<file path="config.mk">
export PLATFORM = sky130hd
export DESIGN_NAME = mult_pipe_param
export DESIGN_NICKNAME = d
export VERILOG_FILES = /design/src/rtl/mult_pkg.sv /design/src/rtl/mult_pp_gen.sv /design/src/rtl/mult_pipe_param.sv
export SDC_FILE = /design/constraint.sdc
export NUM_CORES = 1
export LEC_CHECK = 0
export ABC_AREA = 1
export CAP_MARGIN = 10
export CORE_ASPECT_RATIO = 1.1
export CORE_MARGIN = 2
export CORE_UTILIZATION = 45
export DETAILED_ROUTE_END_ITERATION = 6
export GPL_TIMING_DRIVEN = 0
export MAX_ROUTING_LAYER = met4
export PLACE_DENSITY = 0.66
export SLEW_MARGIN = 20
export SYNTH_ARGS = -nofsm -noshare
export SYNTH_HDL_FRONTEND = slang
export SYNTH_HIERARCHICAL = 1
export SYNTH_SLANG_ARGS = --single-unit
</file>
<file path="constraint.sdc">
create_clock -name clk100MHz -period 3.6 [get_ports clk100MHz]
set_input_delay 0.54 -clock clk100MHz [delete_from_list [all_inputs] [get_ports clk100MHz]]
set_output_delay 0.54 -clock clk100MHz [all_outputs]
set_load 0.02 [all_outputs]
</file>
<file path="src/rtl/mult_pkg.sv">
// Shared constants and types for the parametrised pipelined multiplier.
// Latency: n/a (declarations only).
// Backpressure: n/a (declarations only).
package mult_pkg;

    // Operand width used when the top is instantiated without overrides.
    localparam int W_DEFAULT  = 4;

    // Register stages between operand acceptance and product output.
    localparam int PIPE_DEPTH = 3;

    // Extra accumulator bits above the 2W-bit product, to absorb repeated adds.
    localparam int ACC_GUARD  = 4;

    // Operand interpretation, captured per operation and carried with the data.
    typedef enum logic {
        MODE_UNSIGNED = 1'b0,
        MODE_SIGNED   = 1'b1
    } mode_t;

endpackage

</file>
<file path="src/rtl/mult_pp_gen.sv">
// Partial-product array for a W x W multiply, split into lower and upper sums.
// Latency: combinational.
// Backpressure: none, pure function of its inputs.
module mult_pp_gen
    import mult_pkg::*;
#(
    parameter int W     = 4,
    parameter int SPLIT = W / 2
) (
    input  logic [W-1:0]   a,
    input  logic [W-1:0]   b,
    input  mode_t          mode,
    output logic [2*W-1:0] lower,
    output logic [2*W-1:0] upper
);

    logic [2*W-1:0] a_ext;
    logic [2*W-1:0] pp;

    // In signed mode the multiplicand is sign-extended to the full product width,
    // so every partial product is already a correct 2W-bit two's-complement term.
    assign a_ext = (mode == MODE_SIGNED) ? {{W{a[W-1]}}, a} : {{W{1'b0}}, a};

    // Shifted partial products; the multiplier MSB carries weight -2^(W-1) when
    // signed, so that row is negated. Rows below SPLIT go to lower, the rest upper.
    always_comb begin
        lower = '0;
        upper = '0;
        pp    = '0;
        for (int i = 0; i < W; i++) begin
            pp = b[i] ? (a_ext << i) : '0;
            if ((mode == MODE_SIGNED) && (i == W - 1)) begin
                pp = -pp;
            end
            if (i < SPLIT) begin
                lower = lower + pp;
            end else begin
                upper = upper + pp;
            end
        end
    end

endmodule

</file>
<file path="src/rtl/mult_pipe_param.sv">
// W x W unsigned/signed multiplier, 3 register stages, optional accumulator (MULT_PIPE_ACC_EN).
// Latency: product valid 3 clock edges after presentation (the accepting edge counts as the first).
// Backpressure: whole pipe advances only when output is empty or taken; in_ready = !out_valid | out_ready.
module mult_pipe_param
    import mult_pkg::*;
#(
    parameter int W     = W_DEFAULT,
    parameter int SPLIT = W / 2
) (
    input  logic                     clk100MHz,
    input  logic                     rst,
    input  logic                     in_valid,
    output logic                     in_ready,
    input  logic [W-1:0]             a_in,
    input  logic [W-1:0]             b_in,
    input  logic                     signed_mode,
`ifdef MULT_PIPE_ACC_EN
    input  logic                     acc_en,
    input  logic                     acc_clr,
    output logic [2*W+ACC_GUARD-1:0] acc_out,
`endif
    output logic                     out_valid,
    input  logic                     out_ready,
    output logic [2*W-1:0]           product,
    output logic                     busy
);

    logic           adv;
    logic           xfer;
    logic           v0, v1, v2;
    logic [W-1:0]   a0, b0;
    mode_t          m0;
    logic [2*W-1:0] lower, upper;
    logic [2*W-1:0] lower1, upper1;

    // A single advance signal moves all stages in lock-step.
    assign adv       = !v2 || out_ready;
    assign in_ready  = adv;
    assign xfer      = in_valid && adv;
    assign out_valid = v2;
    assign busy      = v0 || v1 || v2;

    mult_pp_gen #(
        .W     (W),
        .SPLIT (SPLIT)
    ) u_pp_gen (
        .a     (a0),
        .b     (b0),
        .mode  (m0),
        .lower (lower),
        .upper (upper)
    );

    // Three-stage pipe; data registers load only with valid data so a bubble
    // never disturbs the last product seen at the output.
    always_ff @(posedge clk100MHz or negedge rst) begin
        if (!rst) begin
            v0      <= 1'b0;
            v1      <= 1'b0;
            v2      <= 1'b0;
            a0      <= '0;
            b0      <= '0;
            m0      <= MODE_UNSIGNED;
            lower1  <= '0;
            upper1  <= '0;
            product <= '0;
        end else if (adv) begin
            v0 <= xfer;
            v1 <= v0;
            v2 <= v1;
            if (xfer) begin
                a0 <= a_in;
                b0 <= b_in;
                m0 <= mode_t'(signed_mode);
            end
            if (v0) begin
                lower1 <= lower;
                upper1 <= upper;
            end
            if (v1) begin
                product <= lower1 + upper1;
            end
        end
    end

`ifdef MULT_PIPE_ACC_EN
    localparam int AW = 2 * W + ACC_GUARD;

    mode_t          m1, m2;
    logic [AW-1:0]  prod_ext;

    // Mode travels with each result so the accumulator knows how to extend it.
    always_ff @(posedge clk100MHz or negedge rst) begin
        if (!rst) begin
            m1 <= MODE_UNSIGNED;
            m2 <= MODE_UNSIGNED;
        end else if (adv) begin
            if (v0) m1 <= m0;
            if (v1) m2 <= m1;
        end
    end

    assign prod_ext = (m2 == MODE_SIGNED) ? {{ACC_GUARD{product[2*W-1]}}, product}
                                          : {{ACC_GUARD{1'b0}}, product};

    // Accumulate each product as it leaves; clear wins over a same-cycle add.
    always_ff @(posedge clk100MHz or negedge rst) begin
        if (!rst) begin
            acc_out <= '0;
        end else if (acc_clr) begin
            acc_out <= '0;
        end else if (v2 && out_ready && acc_en) begin
            acc_out <= acc_out + prod_ext;
        end
    end
`endif

endmodule

</file>
# Word level (Yosys, flattened, before mapping)
# Cells that the tools add are included.
# word_totals
ff_bits	36
latch_bits	0
ramBits	0
romBits	0
input_bits	13
out_inout_bits	11
mem_count	0
# op_classes
addsub	4
multipliers	0
n_div	0
n_lt_le_gt_ge	0
n_eq_ne	0
shifts	0
n_mux	6
n_bitwise	0
reduce_logical	8
# ops
cell	count
two-way mux 8 bit	6
adder 8 bit	3
negation 8 bit	1
AND reduction 2 bit	3
logical OR 1 bit	3
logical AND 1 bit	1
logical NOT 1 bit	1

# Logic depth before layout (Yosys ltp)
# Gate-level depths: netlist of the first run.
# depth
word_depth	5
ltp_mapped	12
ltp_nobuf	12

# Modules after synthesis
# The synthesis of the first run kept the hierarchy.
# modules_own_cells
mod	n_inst	cells_per_inst	area_per_inst_um2	seq_area_each_um2
mult_pipe_param	1	154	1714.1	900.9
mult_pp_gen	1	96	553.0	0.0

# Worst setup path before layout of the first run
# Ideal clock, no wire load.
# synth_timing
path_kind	reg-to-reg
from	register b0[3]
to	register upper1[7]
arrival_time_ps	2023
slack_ps	1453
path_stages_with_launch	11
n_path_buf	0
cell_sequence	dfrtp_1 > nand2_1 > ha_1 > nand2_1 > o21ai_0 > fa_1 > a21oi_1 > inv_1 > nand2_1 > nand2_1 > mux2_2
# synth_via
elab_chain_cells	4
# synth_lines
element	line_no	source
start: declaration	mult_pipe_param.sv:31	logic [W-1:0] a0, b0;
start signal: assignment	mult_pipe_param.sv:73	b0 <= b_in;
two-way mux 8 bit (*)	mult_pp_gen.sv:31	pp = b[i] ? (a_ext << i) : '0;
negation 8 bit	mult_pp_gen.sv:33	pp = -pp;
two-way mux 8 bit (*)	mult_pp_gen.sv:32	if ((mode == MODE_SIGNED) && (i == W - 1)) begin
adder 8 bit (*)	mult_pp_gen.sv:38	upper = upper + pp;
via upper[7]	mult_pipe_param.sv:33	logic [2*W-1:0] lower, upper;
end signal: assignment	mult_pipe_param.sv:78	upper1 <= upper;
end: declaration	mult_pipe_param.sv:34	logic [2*W-1:0] lower1, upper1;
# The timed path passes the listed nets; every way through them passes the cells marked *.
# A chain may end at the register's enable or synchronous reset.

# Worst setup path in the final report of the first run
# layout_timing
from	input port out_ready
to	output port in_ready
# layout_via
elab_chain_cells	1
# layout_lines
element	line_no	source
start: declaration	mult_pipe_param.sv:23	input logic out_ready,
logical OR 1 bit	mult_pipe_param.sv:37	assign adv = !v2 || out_ready;
end: declaration	mult_pipe_param.sv:13	output logic in_ready,
# Every way passes these cells.

==> results of run 1 <==
## kinds of logic (layout without fill, tap and decap cells)
group                    count (synthesis)  count (layout)
AO/OA/AOI/OAI                           18              18
multiplexers                            23              23
other                                    1               2
flip-flops                              36              36
XOR/XNOR                                 9               9
adder cells (fa/ha/maj)                 20              20
buffers and inverters                   40              72
AND/OR/NAND/NOR                        103             103
## flip-flops by register name, summed over array words and instances, names as in the netlist
| signal | count |
|---|---|
| a0 | 4 |
| b0 | 4 |
| lower1 | 8 |
| m0 | 1 |
| out_valid | 1 |
| product | 8 |
| upper1 | 8 |
| v0 | 1 |
| v1 | 1 |
## worst max-delay path, cell delays in order
cell and delay, ps:
clkdlybuf4s50_1 500, nor2_4 70, inv_6 80, clkdlybuf4s50_1 600
## through the flow
stage	std cells	setup WS, ps	instance area [um^2]	utilization (%)	hold slack [ps]
after floorplan	251	1450	2270	-	244
after global placement	332	1190	2570	52.2	455
after detailed placement	333	1260	2590	52.5	403
after CTS	341	1260	2680	54.3	80.5
after global routing	341	1060	2680	54.3	80.4
final	341	1270	2680	54.3	83.2
## power by group
group | switching (mW) | internal (mW) | leakage, nW
clock | 0.153 | 0.135 | 0.0479
sequential | 0.113 | 0.572 | 0.435
combinational | 0.624 | 0.573 | 0.952
## per-layer routing
layer / GRT usage, % / wire, um
met1: 17.7 / 1680
met2: 28.3 / 1890
met4: 5.09 / 57
met5: - / 0
met3: 3.85 / 119
## placed cells by master, fill, tap and decap left out, types with 5 or more instances in the layout
cell,n
nor2_1,10
mux2_4,5
clkdlybuf4s50_1,22
mux2_2,18
o21ai_0,6
inv_1,33
nand2_1,65
xor2_1,6
ha_1,17
a21oi_1,9
nand3_1,14
dfrtp_1,36
clkbuf_8,5
## final cells by class
cell class / count / area, um^2
clock buffers: 5 / 68.8
repair buffers: 24 / 245
flip-flops and latches: 36 / 901
inverters: 37 / 144
well taps: 58 / 72.6
clock inverters: 3 / 18.8
multi-input cells: 175 / 1200
fillers: 472 / 2260
plain buffers: 3 / 26.3
## how the worst max path moves through the flow
stage | cells after the start | slack [ps] | to | startpoint
floorplan | 10 | 1450 | upper1[7] | b0[3]
global placement | 1 | 1190 | m0 | rst
detailed placement | 4 | 1260 | in_ready | out_ready
CTS | 4 | 1260 | in_ready | out_ready
global route | 10 | 1060 | upper1[7] | b0[3]
finish | 4 | 1270 | in_ready | out_ready
==> flow_results.xml, run 1 <==
<?xml version="1.0" encoding="UTF-8"?>
<metrics>
  <group name="synth">
    <metric name="synth_adder_area_share" unit="%">12.0</metric>
    <metric name="yosys_register_bits" unit="">36</metric>
    <metric name="yosys.cell_count.top_type" unit="">nand2_1</metric>
    <metric name="synth_xor_xnor_area_share" unit="%">3.48</metric>
    <metric name="synth_warnings" unit="">6</metric>
    <metric name="synth_compound_gate_area_share" unit="%">4.19</metric>
    <metric name="synth-edff-count" unit="">0</metric>
    <metric name="post_synth_mux_area_share" unit="%">12.3</metric>
    <metric name="synth_area" unit="um^2">2270</metric>
    <metric name="synthCells" unit="">250</metric>
    <metric name="synth.avg_cell_area" unit="um^2">9.07</metric>
    <metric name="post_synth_num_cell_types" unit="">28</metric>
    <metric name="synth_async_sr_flop_share" unit="%">100</metric>
    <metric name="yosys.area.top_type_share" unit="%">39.7</metric>
    <metric name="ys.flop_type" unit="">dfrtp_1</metric>
    <metric name="synth_simple_gate_area_share" unit="%">20.6</metric>
    <metric name="synth_top_cells_by_count" unit="">nand2_1, dfrtp_1, inv_1</metric>
    <metric name="synth_top_family_by_area" unit="">simple AND/OR/NAND/NOR gates</metric>
    <metric name="largest_cells_by_area_after_synthesis" unit="">dfrtp_1, nand2_1, ha_1</metric>
    <metric name="synth-seq-area-share" unit="%">39.7</metric>
    <metric name="synth_top_area_cell" unit="">dfrtp_1</metric>
  </group>
  <group name="cts">
    <metric name="cts_hold_buffers" unit="">0</metric>
    <metric name="cts_root_buf" unit="">clkbuf_8</metric>
    <metric name="tritoncts_clock_tree" unit="">done</metric>
    <metric name="path_clk_slew" unit="ps">80</metric>
    <metric name="postCtsSetupBuffers" unit="">0</metric>
    <metric name="post_cts.resized_instances" unit="">0</metric>
    <metric name="clock_tree.buffer_depth" unit="">2</metric>
    <metric name="clk-insertion-delay-late" unit="ps">290</metric>
    <metric name="ctsHtreeMaxLevel" unit="">2</metric>
    <metric name="cts_made_buffers" unit="">5</metric>
    <metric name="clock-sinks" unit="">36</metric>
  </group>
  <group name="global_route">
    <metric name="antenna_found_initial" unit="">0</metric>
    <metric name="grt_overflow" unit="">0</metric>
    <metric name="grt_pass1_vias" unit="">1644</metric>
    <metric name="grt_max_degree" unit="">30</metric>
    <metric name="grt_use_total" unit="%">16.0</metric>
    <metric name="grt_first_pass_wirelength" unit="um">6960</metric>
  </group>
  <group name="critical_path">
    <metric name="r2r_cells" unit="">10</metric>
    <metric name="critical_path.endpoint_type" unit="">primary output</metric>
    <metric name="crit_fanout" unit="">6</metric>
    <metric name="worst_ep_arrival_time" unit="ps">1790</metric>
    <metric name="rrSetupSlack" unit="ps">1310</metric>
    <metric name="critPathLaunchType" unit="">input port</metric>
    <metric name="critical_path.reg2reg.endpoint" unit="">upper1[7]</metric>
    <metric name="regToRegStartpoint" unit="">b0[3]</metric>
    <metric name="worst_ep_required_time" unit="ps">3060</metric>
    <metric name="critPathKind" unit="">input port to primary output</metric>
  </group>
  <group name="routing">
    <metric name="avgRoutedWirePerCell" unit="um">11.0</metric>
    <metric name="total_wirelength_of_the_detailed_routed_design" unit="um">3750</metric>
    <metric name="number_of_antenna_violating_nets_in_the_routed_design" unit="">0</metric>
    <metric name="detailedRoute.firstIterationViolations" unit="">40</metric>
    <metric name="routed_via_density" unit="">4.71</metric>
    <metric name="number_of_detailed_routing_iterations_run_before_antenna_repair" unit="">4</metric>
    <metric name="drcViolationCount" unit="">0</metric>
    <metric name="routed-via-count" unit="">1606</metric>
  </group>
  <group name="timing">
    <metric name="final_period_util" unit="%">64.8</metric>
    <metric name="fin_crit" unit="ps">2330</metric>
    <metric name="report.final.setup_viol" unit="">0</metric>
    <metric name="finalHoldViolCount" unit="">0</metric>
    <metric name="final.setup.tns" unit="ps">0</metric>
    <metric name="fin_worst_skew" unit="ps">5.12</metric>
    <metric name="max_fclk" unit="GHz">0.429</metric>
    <metric name="max_slew_violation_total_from_the_final_report" unit="">0</metric>
    <metric name="rsz0062_at_grt" unit="">false</metric>
  </group>
  <group name="pwr">
    <metric name="power.static_leakage" unit="nW">1.43</metric>
    <metric name="ir_worst_vdd" unit="mV">0.286</metric>
    <metric name="design_power_total" unit="mW">2.17</metric>
    <metric name="power_per_cell_area" unit="nW/um^2">811</metric>
  </group>
  <group name="die">
    <metric name="core_box_area" unit="um^2">4930</metric>
    <metric name="initial_utilization" unit="%">46.0</metric>
    <metric name="die_y" unit="um">78.4</metric>
    <metric name="die-width" unit="um">71.7</metric>
    <metric name="io_pins" unit="">24</metric>
    <metric name="core.rowCount" unit="">27</metric>
    <metric name="design.die.area" unit="um^2">5620</metric>
  </group>
  <group name="hold_path">
    <metric name="timing.hold.worst.class" unit="">input port to async pin</metric>
  </group>
  <group name="place">
    <metric name="port_buffers" unit="">23</metric>
    <metric name="place.gp.congestion" unit="">0.804</metric>
    <metric name="post_detail_place_hpwl" unit="um">2960</metric>
  </group>
  <group name="run">
    <metric name="drv.max_cap_violation_count" unit="">0</metric>
  </group>
  <group name="finish">
    <metric name="drive_gt1_share" unit="%">17.0</metric>
    <metric name="n_antenna_cell" unit="">0</metric>
    <metric name="finalNetCount" unit="">315</metric>
    <metric name="area_growth" unit="%">18.0</metric>
  </group>
  <group name="outcome">
    <metric name="run_status" unit="">completed</metric>
  </group>
</metrics>
Note: power is estimated with default switching activity, not from simulation.
==> run 2, diff against run 1 <==
PLACE_DENSITY = 0.68   (was 0.66)
clock period = 2 ns   (was 3.6 ns; I/O delays follow)
==> run 2 against run 1 <==
The flow now finishes with violations (setup timing). Cell area increased by 6.4%. Non-clock buffer count increased by 14. First-iteration DRC count decreased by 15%. Via count increased by 5.4%. Critical path type is now flop to flop. Largest cell class unchanged.
==> flow_results.xml, run 2 (same netlist as run 1, synthesis figures left out) <==
<?xml version="1.0" encoding="UTF-8"?>
<metrics>
  <group name="pwr">
    <metric name="power.static_leakage" unit="nW">1.52</metric>
    <metric name="clock_power_share" unit="%">12.4</metric>
    <metric name="sequentialPowerShare" unit="%">29.9</metric>
    <metric name="switching_share" unit="%">40.7</metric>
    <metric name="total_switching_power" unit="mW">1.69</metric>
    <metric name="p_int" unit="mW">2.46</metric>
    <metric name="share_comb_of_total_power" unit="%">57.8</metric>
    <metric name="power_per_cell_area" unit="nW/um^2">1460</metric>
    <metric name="ir_worst_vdd" unit="mV">0.648</metric>
  </group>
  <group name="finish">
    <metric name="most-common-layout-cells" unit="">nand2_1, dfrtp_1, inv_1, clkdlybuf4s50_1, mux2_2</metric>
    <metric name="finalNetCount" unit="">329</metric>
    <metric name="n_antenna_cell" unit="">0</metric>
    <metric name="post-route-cell-area" unit="um^2">2850</metric>
    <metric name="area_growth" unit="%">25.6</metric>
    <metric name="finalCoreUtilization" unit="%">57.7</metric>
    <metric name="final_cells" unit="">355</metric>
    <metric name="drive_gt1_share" unit="%">24.6</metric>
    <metric name="n_fill_cell" unit="">443</metric>
    <metric name="layout_top_registers" unit="">lower1 x8, product x8, upper1 x8</metric>
    <metric name="layout.cells.most_common" unit="">nand2_1</metric>
  </group>
  <group name="cts">
    <metric name="tritoncts_clock_tree" unit="">done</metric>
    <metric name="ctsHtreeMaxLevel" unit="">2</metric>
    <metric name="clock-sinks" unit="">36</metric>
    <metric name="cts_made_buffers" unit="">5</metric>
    <metric name="clock_tree.buffer_depth" unit="">2</metric>
    <metric name="path_clk_slew" unit="ps">80</metric>
    <metric name="cts_root_buf" unit="">clkbuf_8</metric>
    <metric name="clk-insertion-delay-late" unit="ps">290</metric>
  </group>
  <group name="timing">
    <metric name="rsz0062_at_grt" unit="">true</metric>
    <metric name="fin_worst_skew" unit="ps">7.46</metric>
    <metric name="finalHoldViolCount" unit="">0</metric>
    <metric name="fin_ws" unit="ps">-35.8</metric>
    <metric name="max_slew_violation_total_from_the_final_report" unit="">0</metric>
    <metric name="final_period_util" unit="%">102</metric>
    <metric name="report.final.setup_viol" unit="">2</metric>
    <metric name="max_fclk" unit="GHz">0.491</metric>
    <metric name="fin_crit" unit="ps">2040</metric>
  </group>
  <group name="outcome">
    <metric name="violated_checks" unit="">setup timing</metric>
    <metric name="run_status" unit="">finished with violations</metric>
  </group>
  <group name="critical_path">
    <metric name="critPathKind" unit="">flop to flop</metric>
    <metric name="critPathLaunchType" unit="">flop</metric>
    <metric name="rrSetupSlack" unit="ps">-40</metric>
    <metric name="worst_ep_arrival_time" unit="ps">2210</metric>
    <metric name="regToRegStartpoint" unit="">b0[3]</metric>
    <metric name="worstPathCellList" unit="">nand2_4, ha_4, nor2_2, xnor2_1, ha_1, nand2_1, inv_1, a21oi_2, buf_4, nand3_1, nand2_1, mux2_2</metric>
    <metric name="critical_path.endpoint_type" unit="">flop</metric>
    <metric name="worst_setup_path_startpoint" unit="">b0[3]</metric>
    <metric name="worst_ep_required_time" unit="ps">2170</metric>
    <metric name="slowest_stage" unit="">dfrtp_2</metric>
    <metric name="crit_fanout" unit="">4</metric>
    <metric name="cpPeakStageDelay" unit="ps">460</metric>
    <metric name="critPathMostFrequentCell" unit="">nand2_1</metric>
  </group>
  <group name="place">
    <metric name="numPlacedInstances" unit="">333</metric>
    <metric name="port_buffers" unit="">23</metric>
    <metric name="post_detail_place_hpwl" unit="um">3060</metric>
    <metric name="place.gp.congestion" unit="">0.813</metric>
    <metric name="placedInstanceArea" unit="um^2">2590</metric>
  </group>
  <group name="die">
    <metric name="design.die.area" unit="um^2">5620</metric>
    <metric name="io_pins" unit="">24</metric>
    <metric name="initial_utilization" unit="%">46.0</metric>
    <metric name="core_box_area" unit="um^2">4930</metric>
    <metric name="die-width" unit="um">71.7</metric>
    <metric name="die_y" unit="um">78.4</metric>
    <metric name="core.rowCount" unit="">27</metric>
  </group>
  <group name="global_route">
    <metric name="grt_first_pass_wirelength" unit="um">7410</metric>
    <metric name="grt_pass1_vias" unit="">1711</metric>
    <metric name="grt_use_total" unit="%">17.2</metric>
    <metric name="grt_overflow" unit="">0</metric>
    <metric name="grt_max_degree" unit="">30</metric>
    <metric name="antenna_found_initial" unit="">0</metric>
  </group>
  <group name="routing">
    <metric name="routed-via-count" unit="">1693</metric>
    <metric name="drcViolationCount" unit="">0</metric>
    <metric name="number_of_antenna_violating_nets_in_the_routed_design" unit="">0</metric>
    <metric name="total_wirelength_of_the_detailed_routed_design" unit="um">4060</metric>
    <metric name="detailedRoute.firstIterationViolations" unit="">34</metric>
    <metric name="number_of_detailed_routing_iterations_run_before_antenna_repair" unit="">4</metric>
    <metric name="routed_via_density" unit="">4.77</metric>
    <metric name="avgRoutedWirePerCell" unit="um">11.4</metric>
  </group>
  <group name="run">
    <metric name="drv.max_cap_violation_count" unit="">0</metric>
  </group>
  <group name="hold_path">
    <metric name="timing.hold.worst.class" unit="">input port to async pin</metric>
  </group>
</metrics>
## run 2: final timing paths
check,to,cells after the start
worst max-delay path,upper1[7],12
worst min-delay path,product[1],2
worst max register to register,upper1[7],12
worst min register to register,product[4],2
max in group asynchronous,b0[3],3
min in group clk100MHz,product[4],2
## run 2: power by group through the flow
stage          Sequential [mW]  Combinational, mW  Clock [mW]
2_1_floorplan             1.31               1.56           0
3_3_place_gp              1.24               2.12           0
3_5_place_dp              1.25               2.19           0
4_1_cts                   1.24               2.35       0.535
5_1_grt                   1.28               2.74       0.571
6_report                  1.24               2.40       0.514
## run 2: metal layers
layer / global-route usage, % / vias up / wire length [um]
met5: - / - / 0
met4: 5.28 / 0 / 48
met3: 4.36 / 6 / 134
met2: 30.2 / 28 / 2070
met1: 19.1 / 777 / 1810
li1: - / 882 / -
## run 2: area by class of cell
cell class	instances	area, um^2	area share [%]
Clock inverter	3	18.8	0.659
Multi-Input combinational cell	175	1260	44.2
Timing Repair Buffer	38	357	12.5
Buffer	3	26.3	0.923
Sequential cell	36	902	31.7
Tap cell	58	72.6	2.55
Inverter	37	144	5.05
Clock buffer	5	68.8	2.42
## run 2: critical path, delay by kind of cell (launching register included)
family | cells | cell delay [ps]
AO/OA/AOI/OAI | 1 | 60
XOR/XNOR | 1 | 120
adder cells (fa/ha/maj) | 2 | 500
buffers and inverters | 2 | 190
flip-flops | 1 | 460
multiplexers | 1 | 250
AND/OR/NAND/NOR | 5 | 340
## run 2: per-stage QoR
step                hold WS, ps  setup TNS, ps  setup slack, ps  power, mW
finish                      380          -54.0            -35.8       4.16
global route                380           -341             -164       4.60
CTS                         386              0            0.962       4.12
detailed placement          164           -246             -128       3.45
global placement            456          -5920             -161       3.36
floorplan                  4.41              0             9.11       2.88
## run 2: timing repair
item                                   CTS  global route
setup endpoints to repair                2             5
pin swaps                               10             6
hold buffers                             1             0
endpoints found under the hold margin    7             0
resized for setup                       10             5
setup buffers                            9             4
